--- src/rtl/store_buffer_pkg.sv ---
// Shared types for the store buffer: queue entry layout, store widths and the fence FSM states.
package store_buffer_pkg;

  localparam logic [2:0] STORE_BYTE = 3'b000;
  localparam logic [2:0] STORE_HALF = 3'b001;
  localparam logic [2:0] STORE_WORD = 3'b010;

  typedef struct packed {
    logic [31:0] addr;
    logic [31:0] data;
    logic [2:0]  funct3;
  } sb_entry_t;

  typedef enum logic [1:0] {SB_IDLE, SB_FENCE, SB_DONE} sb_state_t;

  // True for an unknown width or an address not naturally aligned to the store width.
  function automatic logic store_bad(input logic [2:0] funct3, input logic [1:0] addr_lo);
    logic bad;
    case (funct3)
      STORE_BYTE: bad = 1'b0;
      STORE_HALF: bad = addr_lo[0];
      STORE_WORD: bad = (addr_lo != 2'b00);
      default:    bad = 1'b1;
    endcase
    return bad;
  endfunction

endpackage

--- src/rtl/store_buffer_fifo.sv ---
// Generic in-order FIFO of store entries; also exposes every slot plus a per-slot occupancy mask.
module sb_fifo
  import store_buffer_pkg::*;
#(
  parameter int DEPTH = 4,
  localparam int PTR_W = $clog2(DEPTH),
  localparam int CNT_W = $clog2(DEPTH + 1)
) (
  input  logic             clk,
  input  logic             reset,
  input  logic             push,
  input  sb_entry_t        din,
  input  logic             pop,
  output sb_entry_t        head,
  output logic             full,
  output logic             empty,
  output logic [CNT_W-1:0] count,
  output sb_entry_t        entries [DEPTH],
  output logic [DEPTH-1:0] valid
);

  sb_entry_t        mem [DEPTH];
  logic [PTR_W-1:0] wr_ptr;
  logic [PTR_W-1:0] rd_ptr;
  logic             do_push;
  logic             do_pop;

  assign full    = (count == CNT_W'(DEPTH));
  assign empty   = (count == '0);
  assign do_push = push & ~full;
  assign do_pop  = pop & ~empty;
  assign head    = mem[rd_ptr];
  assign entries = mem;

  // Pointers are exactly log2(DEPTH) wide, so increments wrap modulo DEPTH.
  always_ff @(posedge clk or negedge reset) begin
    if (!reset) begin
      wr_ptr <= '0;
      rd_ptr <= '0;
      count  <= '0;
    end else begin
      if (do_push) wr_ptr <= wr_ptr + 1'b1;
      if (do_pop)  rd_ptr <= rd_ptr + 1'b1;
      case ({do_push, do_pop})
        2'b10:   count <= count + 1'b1;
        2'b01:   count <= count - 1'b1;
        default: count <= count;
      endcase
    end
  end

  always_ff @(posedge clk) begin
    if (do_push) mem[wr_ptr] <= din;
  end

  // A slot is live when its distance from the read pointer is below the fill level.
  always_comb begin
    logic [PTR_W-1:0] off;
    off   = '0;
    valid = '0;
    for (int i = 0; i < DEPTH; i++) begin
      off      = PTR_W'(i) - rd_ptr;
      valid[i] = (CNT_W'(off) < count);
    end
  end

endmodule

--- src/rtl/store_buffer.sv ---
// Posted-write buffer between the MEM-stage store path and DataMemory, with load hazard
// detection and a drain-all fence.
module store_buffer
  import store_buffer_pkg::*;
#(
  parameter int DEPTH = 4
) (
  input  logic                         clk,
  input  logic                         reset,
  input  logic                         st_valid,
  output logic                         st_ready,
  input  logic [31:0]                  st_addr,
  input  logic [31:0]                  st_data,
  input  logic [2:0]                   st_funct3,
  output logic                         st_err,
  input  logic                         ld_valid,
  input  logic [31:0]                  ld_addr,
  output logic                         ld_stall,
  input  logic                         drain_en,
  output logic                         dm_we,
  output logic [31:0]                  dm_addr,
  output logic [31:0]                  dm_wd,
  output logic [31:0]                  dm_instr,
  input  logic                         fence_req,
  output logic                         fence_done,
  output logic [$clog2(DEPTH+1)-1:0]   count
);

  sb_state_t        state;
  sb_entry_t        push_entry;
  sb_entry_t        head;
  sb_entry_t        entries [DEPTH];
  logic [DEPTH-1:0] valid;
  logic             full;
  logic             empty;
  logic             push;
  logic [DEPTH-1:0] unused_entry_bits;
  logic [1:0]       unused_ld_bits;

  assign st_err     = st_valid & store_bad(st_funct3, st_addr[1:0]);
  assign st_ready   = ~full & (state == SB_IDLE);
  assign push       = st_valid & st_ready & ~st_err;
  assign push_entry = '{addr: st_addr, data: st_data, funct3: st_funct3};

  sb_fifo #(.DEPTH(DEPTH)) u_fifo (
    .clk     (clk),
    .reset   (reset),
    .push    (push),
    .din     (push_entry),
    .pop     (dm_we),
    .head    (head),
    .full    (full),
    .empty   (empty),
    .count   (count),
    .entries (entries),
    .valid   (valid)
  );

  assign dm_we    = ~empty & drain_en;
  assign dm_addr  = dm_we ? head.addr : '0;
  assign dm_wd    = dm_we ? head.data : '0;
  assign dm_instr = dm_we ? {17'b0, head.funct3, 12'b0} : '0;

  // The head being popped still matches: its write lands only at the coming edge.
  always_comb begin
    ld_stall = 1'b0;
    for (int i = 0; i < DEPTH; i++) begin
      if (valid[i] && (entries[i].addr[31:2] == ld_addr[31:2])) ld_stall = ld_valid;
    end
  end

  for (genvar g = 0; g < DEPTH; g++) begin : g_unused
    assign unused_entry_bits[g] = ^{entries[g].addr[1:0], entries[g].data, entries[g].funct3};
  end
  assign unused_ld_bits = ld_addr[1:0];

  always_ff @(posedge clk or negedge reset) begin
    if (!reset) begin
      state      <= SB_IDLE;
      fence_done <= 1'b0;
    end else begin
      fence_done <= 1'b0;
      case (state)
        SB_IDLE:  if (fence_req) state <= SB_FENCE;
        SB_FENCE: if (empty) begin
          state      <= SB_DONE;
          fence_done <= 1'b1;
        end
        SB_DONE:  state <= SB_IDLE;
        default:  state <= SB_IDLE;
      endcase
    end
  end

endmodule
--- config.mk ---
export PLATFORM = sky130hd
export DESIGN_NAME = store_buffer
export DESIGN_NICKNAME = d
export VERILOG_FILES = /design/src/rtl/store_buffer_pkg.sv /design/src/rtl/store_buffer_fifo.sv /design/src/rtl/store_buffer.sv
export SDC_FILE = /design/constraint.sdc
export NUM_CORES = 1
export LEC_CHECK = 0
export CORE_UTILIZATION = 58
export CTS_BUF_LIST = sky130_fd_sc_hd__clkbuf_8 sky130_fd_sc_hd__clkbuf_16
export CTS_CLUSTER_SIZE = 28
export DETAILED_ROUTE_END_ITERATION = 7
export GPL_TIMING_DRIVEN = 0
export HOLD_SLACK_MARGIN = 0.03
export PLACE_DENSITY = 0.86
export SLEW_MARGIN = 20
export SYNTH_ARGS = -nofsm -noshare
export SYNTH_HDL_FRONTEND = slang
export SYNTH_SLANG_ARGS = --single-unit
--- constraint.sdc ---
create_clock -name clk -period 4.5 [get_ports clk]
set_input_delay 0.9 -clock clk [delete_from_list [all_inputs] [get_ports clk]]
set_output_delay 0.9 -clock clk [all_outputs]
set_load 0.01 [all_outputs]
## Word-level counts from Yosys, hierarchy flattened

Index checks and enable logic that the tools add are counted.

| storage, ports and cells | value |
|---|---|
| output and inout bits | 104 |
| register bits after elaboration | 278 |

| operators by class | value |
|---|---|
| muxes and demuxes | 20 |
| magnitude comparators | 7 |
| bitwise logic cells | 12 |
| reductions and logical operators | 11 |
| equality and inequality tests | 12 |
| add/subtract/negate cells | 8 |

Operators with widths:

| operator | number |
|---|---|
| bitwise mux 268 bit | 1 |
| two-way mux 67 bit | 3 |
| binary-select mux 67 bit (select 2 bit) | 1 |
| demux 67 bit (select 2 bit) | 1 |
| equality test 30 bit | 4 |
| two-way mux 32 bit | 2 |
| two-way mux 15 bit | 1 |
| less-than comparator 2 x 3 -> 1 bit | 4 |
| bitwise AND 1 bit | 7 |
| greater-or-equal comparator 3 bit, second input constant | 2 |
| logical NOT 3 bit | 2 |
| two-way mux 1 bit | 6 |
| inverter 2 -> 3 bit | 2 |
| case mux 3 bit (2 select lines) | 1 |
| logical AND 1 bit | 5 |
| adder 2 x 1 -> 2 bit, second input constant | 2 |
| equality test 2 x 1 -> 1 bit, second input constant | 2 |
| two-way mux 2 bit | 2 |
| case mux 2 bit (2 select lines) | 1 |
| nonzero test 2 bit | 2 |
| subtractor 1 x 2 -> 2 bit, first input constant | 2 |
| subtractor 2 bit, first input constant | 2 |
| adder 3 x 1 -> 3 bit, second input constant | 1 |
| equality test 3 x 1 -> 1 bit, second input constant | 1 |
| 11 further kinds | 13 |

## Longest topological paths before layout

| depth | value |
|---|---|
| depth in word-level cells | 8 |
| mapped depth | 12 |

## Hierarchy

A second synthesis with hierarchy kept.

| unflattened totals | value |
|---|---|
| cells, all modules | 693 |
| area, all modules | 12418.2 µm² |

By module, submodules not included:

| module | cells each | area each (µm²) | sequential area each (µm²) | instances |
|---|---|---|---|---|
| sb_fifo | 407 | 10243.6 | 8222.9 | 1 |
| store_buffer | 286 | 2174.6 | 75.1 | 1 |

## Least setup slack after synthesis

Ideal clock, no wire load.

| path | value |
|---|---|
| path kind | input to register |
| start | input port st_funct3[0] |
| end | register u_fifo.mem, in the netlist u_fifo.entries[0] (enable) |
| slack | 0.874 ns |
| required time | 4.068 ns |
| cell stages on the path | 6 |
| arrival time | 3.194 ns |
| setup time | 0.432 ns |
| cells stage by stage | o21a_1 > o22a_1 > nor2_1 > and3_1 > buf_2 > and2_1 |

| between the ends | value |
|---|---|
| cells in the longest elaborated chain, start to end | 6 |

Ends and longest elaborated chain:

| item | line | text |
|---|---|---|
| start: declaration | store_buffer.sv:14 | `input logic [2:0] st_funct3,` |
| equality test 3 x 2 -> 1 bit, or another cell as far along | store_buffer_pkg.sv:19 | `case (funct3)` |
| case mux 1 bit (3 select lines) (*) | store_buffer_pkg.sv:19 |  |
| bitwise AND 1 bit (*) | store_buffer.sv:40 | `assign st_err = st_valid & store_bad(st_funct3, st_addr[1:0]);` |
| inverter 1 bit (*) | store_buffer.sv:42 | `assign push = st_valid & st_ready & ~st_err;` |
| bitwise AND 1 bit (*) | store_buffer.sv:42 |  |
| bitwise AND 1 bit (*) | store_buffer_fifo.sv:30 | `assign do_push = push & ~full;` |
| end signal: indexed assignment | store_buffer_fifo.sv:53 | `if (do_push) mem[wr_ptr] <= din;` |
| end: declaration | store_buffer_fifo.sv:22 | `sb_entry_t mem [DEPTH];` |

Every way passes the cells marked *; elsewhere a longest branch is shown, timed or not.
A chain may end at the register's enable or synchronous reset.

## Worst setup path in the final report

| path | value |
|---|---|
| start | input port ld_addr[12] |
| end | output port ld_stall |

| between the ends | value |
|---|---|
| cells in the longest elaborated chain, start to end | 6 |

Ends and longest elaborated chain:

| item | line | text |
|---|---|---|
| start: declaration | store_buffer.sv:17 | `input logic [31:0] ld_addr,` |
| equality test 30 bit | store_buffer.sv:68 | `if (valid[i] && (entries[i].addr[31:2] == ld_addr[31:2])) ld_stall = ld_valid;` |
| logical AND 1 bit | store_buffer.sv:68 |  |
| two-way mux 1 bit (3 in series) | store_buffer.sv:68 |  |
| two-way mux 1 bit (*) | store_buffer.sv:68 |  |
| end: declaration | store_buffer.sv:18 | `output logic ld_stall,` |

Marked as above.

==> results.sh <==
export IMPL_groute_layer_met2_usage=0.4314
export IMPL_cp_end_kind="output port"
export IMPL_grt_pass1_wl_um=42900
export IMPL_drive_gt1_frac=0.1759
export IMPL_dpl_cell_area_um2=14680
export IMPL_crit_path_start_kind="primary input"
export IMPL_fmax_ghz=0.2279
export IMPL_finClkSkew_ps=17.33
export IMPL_syn_to_final_growth_pct=26.86
export IMPL_grt_pass1_vias=7285
export IMPL_p_int_w=0.005666
export IMPL_die_area_um2=21870
export IMPL_vias=7230
export IMPL_met1_usage=0.3776
export IMPL_hold_viol=0
export IMPL_numCtsBuffers=29
export IMPL_finalSetupViolCount=0
export IMPL_cts_tree="done"
export IMPL_clock_latency_ps=550
export IMPL_worst_path_max_fanout=4
export IMPL_htreeDepth=1
export IMPL_whs_path_depth=1
export IMPL_dp_cells=1178
export IMPL_power_w=0.007884
export IMPL_power_density_nw_per_um2=503.5
export IMPL_p_leak_nw=5.559
export IMPL_crit_type="primary input to output port"
export IMPL_setup_ws_ps=111.9
export IMPL_synth_cells=694
export IMPL_final_util=0.7473
export IMPL_use_met3=0.04815
export IMPL_drv_cap=0
export IMPL_synth_warning_count=0
export IMPL_cp_arrival_ps=3490
export IMPL_final_cell_mix="268 x edfxtp_1, 177 x clkdlybuf4s50_1, 114 x xor2_1"
export IMPL_track_usage=0.2679
export IMPL_synth_edff_count=268
export IMPL_clkSlewWorstSetupHoldPaths_ps=60
export IMPL_synth_main_ff_cell="edfxtp_1"
export IMPL_p_comb_frac=0.317
export IMPL_die_width_um=147.9
export IMPL_port_buffers=177
export IMPL_ir_drop_uv=422.1
export IMPL_holdCritPathClass="register to register"
export IMPL_finalCritPeriodShare=0.9751
export IMPL_reg2reg_depth=6
export IMPL_avgSynthCellArea_um2=17.79
export IMPL_pre_cts_slack_ps=156.2
export IMPL_sw_frac_of_total=0.2814
export IMPL_drcViolationCount=0
export IMPL_ys_seq_area_frac=0.6723
export IMPL_rows=53
export IMPL_grt_busiest_layer="met2"
export IMPL_dr_pass1_iters=5
export IMPL_gp_congestion=0.8984
export IMPL_period_minus_slack_ps=4388
export IMPL_synth_async_reset_ratio=0.03597
export IMPL_status="complete, no violations"
export IMPL_power_switching_w=0.002218
export IMPL_drtIter0Drc=545
export IMPL_viasPerCell=5.873
export IMPL_pwr_share_seq=0.382
export IMPL_die_height_um=147.9
export IMPL_wl_per_cell_um=23.54
export IMPL_core_area_um2=20960
export IMPL_max_slew_margin=0.4693
export IMPL_clkPwrFrac=0.301
export IMPL_io_pin_count=209
export IMPL_antenna_found_initial=1
export IMPL_gr_total_overflow=0
export IMPL_worst_pin_slew_ps=796.0
export IMPL_place_hpwl_um=19860
export IMPL_design_area_um2=15660
export IMPL_instances_no_fill=1231
export IMPL_grt_setup_unrepaired="no"
export IMPL_routed_wl_um=28980
export IMPL_grt_max_degree=46
export IMPL_final_common_cell="edfxtp_1"
export IMPL_initial_core_util=0.5890
export IMPL_cts_hold_fix_buffers=0
export IMPL_cts_sinks=278
export IMPL_maxSlewViolCount=0
export IMPL_ant_nets=0
export IMPL_ys_seq_elements=278
export IMPL_root_buffer="clkbuf_16"
export IMPL_nNetsFinal=1049
export IMPL_crit_required_ps=3600
export IMPL_clockBufferDepth=3
export IMPL_yosysUniqueCellTypes=35
export IMPL_syn_area_um2=12340
[timing repair]
action                     4_1_cts  5_1_grt
setup endpoints to repair        0        1
setup buffers                    0        0
resized for setup                0        4
[per-layer routing]
layer	share of wire	wire length, um
met3	0.087	2513
met4	0.025	730
met1	0.40	11550
met2	0.49	14190
met5	0	0
[layout make-up]
cell class / count / area (um2)
Antenna cell: 1 / 2.502
Clock inverter: 23 / 221.5
Multi-Input combinational cell: 373 / 3777
Tap cell: 275 / 344.1
Buffer: 60 / 366.6
Timing Repair Buffer: 181 / 1882
Fill cell: 1258 / 5296
Inverter: 11 / 41.29
Sequential cell: 278 / 8298
Clock buffer: 29 / 725.7
[flip-flops by register name, summed over array words and instances, names as in the netlist]
register	flops
state	2
u_fifo.wr_ptr	2
u_fifo.count	3
u_fifo.entries	268
u_fifo.rd_ptr	2
fence_done	1
[Yosys cell counts, drive strengths merged, types with 2 or more instances]
library cell | number | share of area
ha | 9 | 0.0091
nand3 | 4 | 0.0016
dfrtp | 10 | 0.020
a2111oi | 4 | 0.0028
buf | 40 | 0.024
edfxtp | 268 | 0.65
mux4 | 67 | 0.12
xor2 | 114 | 0.081
and2 | 5 | 0.0025
nor3b | 2 | 0.0012
xnor2 | 13 | 0.0092
clkbuf | 20 | 0.0061
nor2 | 4 | 0.0014
a21oi | 6 | 0.0027
nor4 | 24 | 0.012
and3 | 68 | 0.034
nand2 | 3 | 0.0011
nor3 | 4 | 0.0016
nand4 | 8 | 0.0041
inv | 11 | 0.0033
[logic make-up after synthesis]
kind of cell | count (synthesis) | synth area share
other | 1 | 0.0003038
AOI/OAI and AO/OA | 15 | 0.009021
buffers and inverters | 71 | 0.03305
adders and majority gates | 10 | 0.01075
muxes | 68 | 0.1232
and+or+nand+nor | 124 | 0.06133
xor gates and xnor gates | 127 | 0.09012
DFF | 278 | 0.6723
[worst paths after layout]
check,startpoint,end,slack [ps]
min in group asynchronous,reset,u_fifo.count[1],670
setup reg to reg,u_fifo.count[0],u_fifo.entries[144],2110
hold reg to reg,state[1],state[1],520
hold / removal,state[1],state[1],520
max in group asynchronous,reset,fence_done,3500
setup / recovery,ld_addr[12],ld_stall,110
[power groups by stage]
stage / sequential (W) / clock (W) / combinational (W)
after floorplan: 0.00306 / 0 / 0.00147
after global placement: 0.00307 / 0 / 0.00244
after global routing: 0.00302 / 0.00249 / 0.00266
after detailed placement: 0.00307 / 0 / 0.00249
after CTS: 0.00301 / 0.00238 / 0.00251
final: 0.00301 / 0.00238 / 0.00250
[metrics by stage]
| step | setup TNS [ps] | hold slack, ps |
|---|---|---|
| CTS | 0 | 513.3 |
| floorplan | 0 | 464.2 |
| global placement | -296850 | 485.7 |
| global route | 0 | 537.5 |
| finish | 0 | 519.4 |
| detailed placement | 0 | 504.8 |
[worst max-delay path, stage by stage]
cell,delay (ps)
clkdlybuf4s50_1,550
xor2_1,200
nor4_1,550
nand3_1,150
a2111oi_0,390
or4_1,210
clkdlybuf4s50_1,540
(Power assumes the default switching activity.)
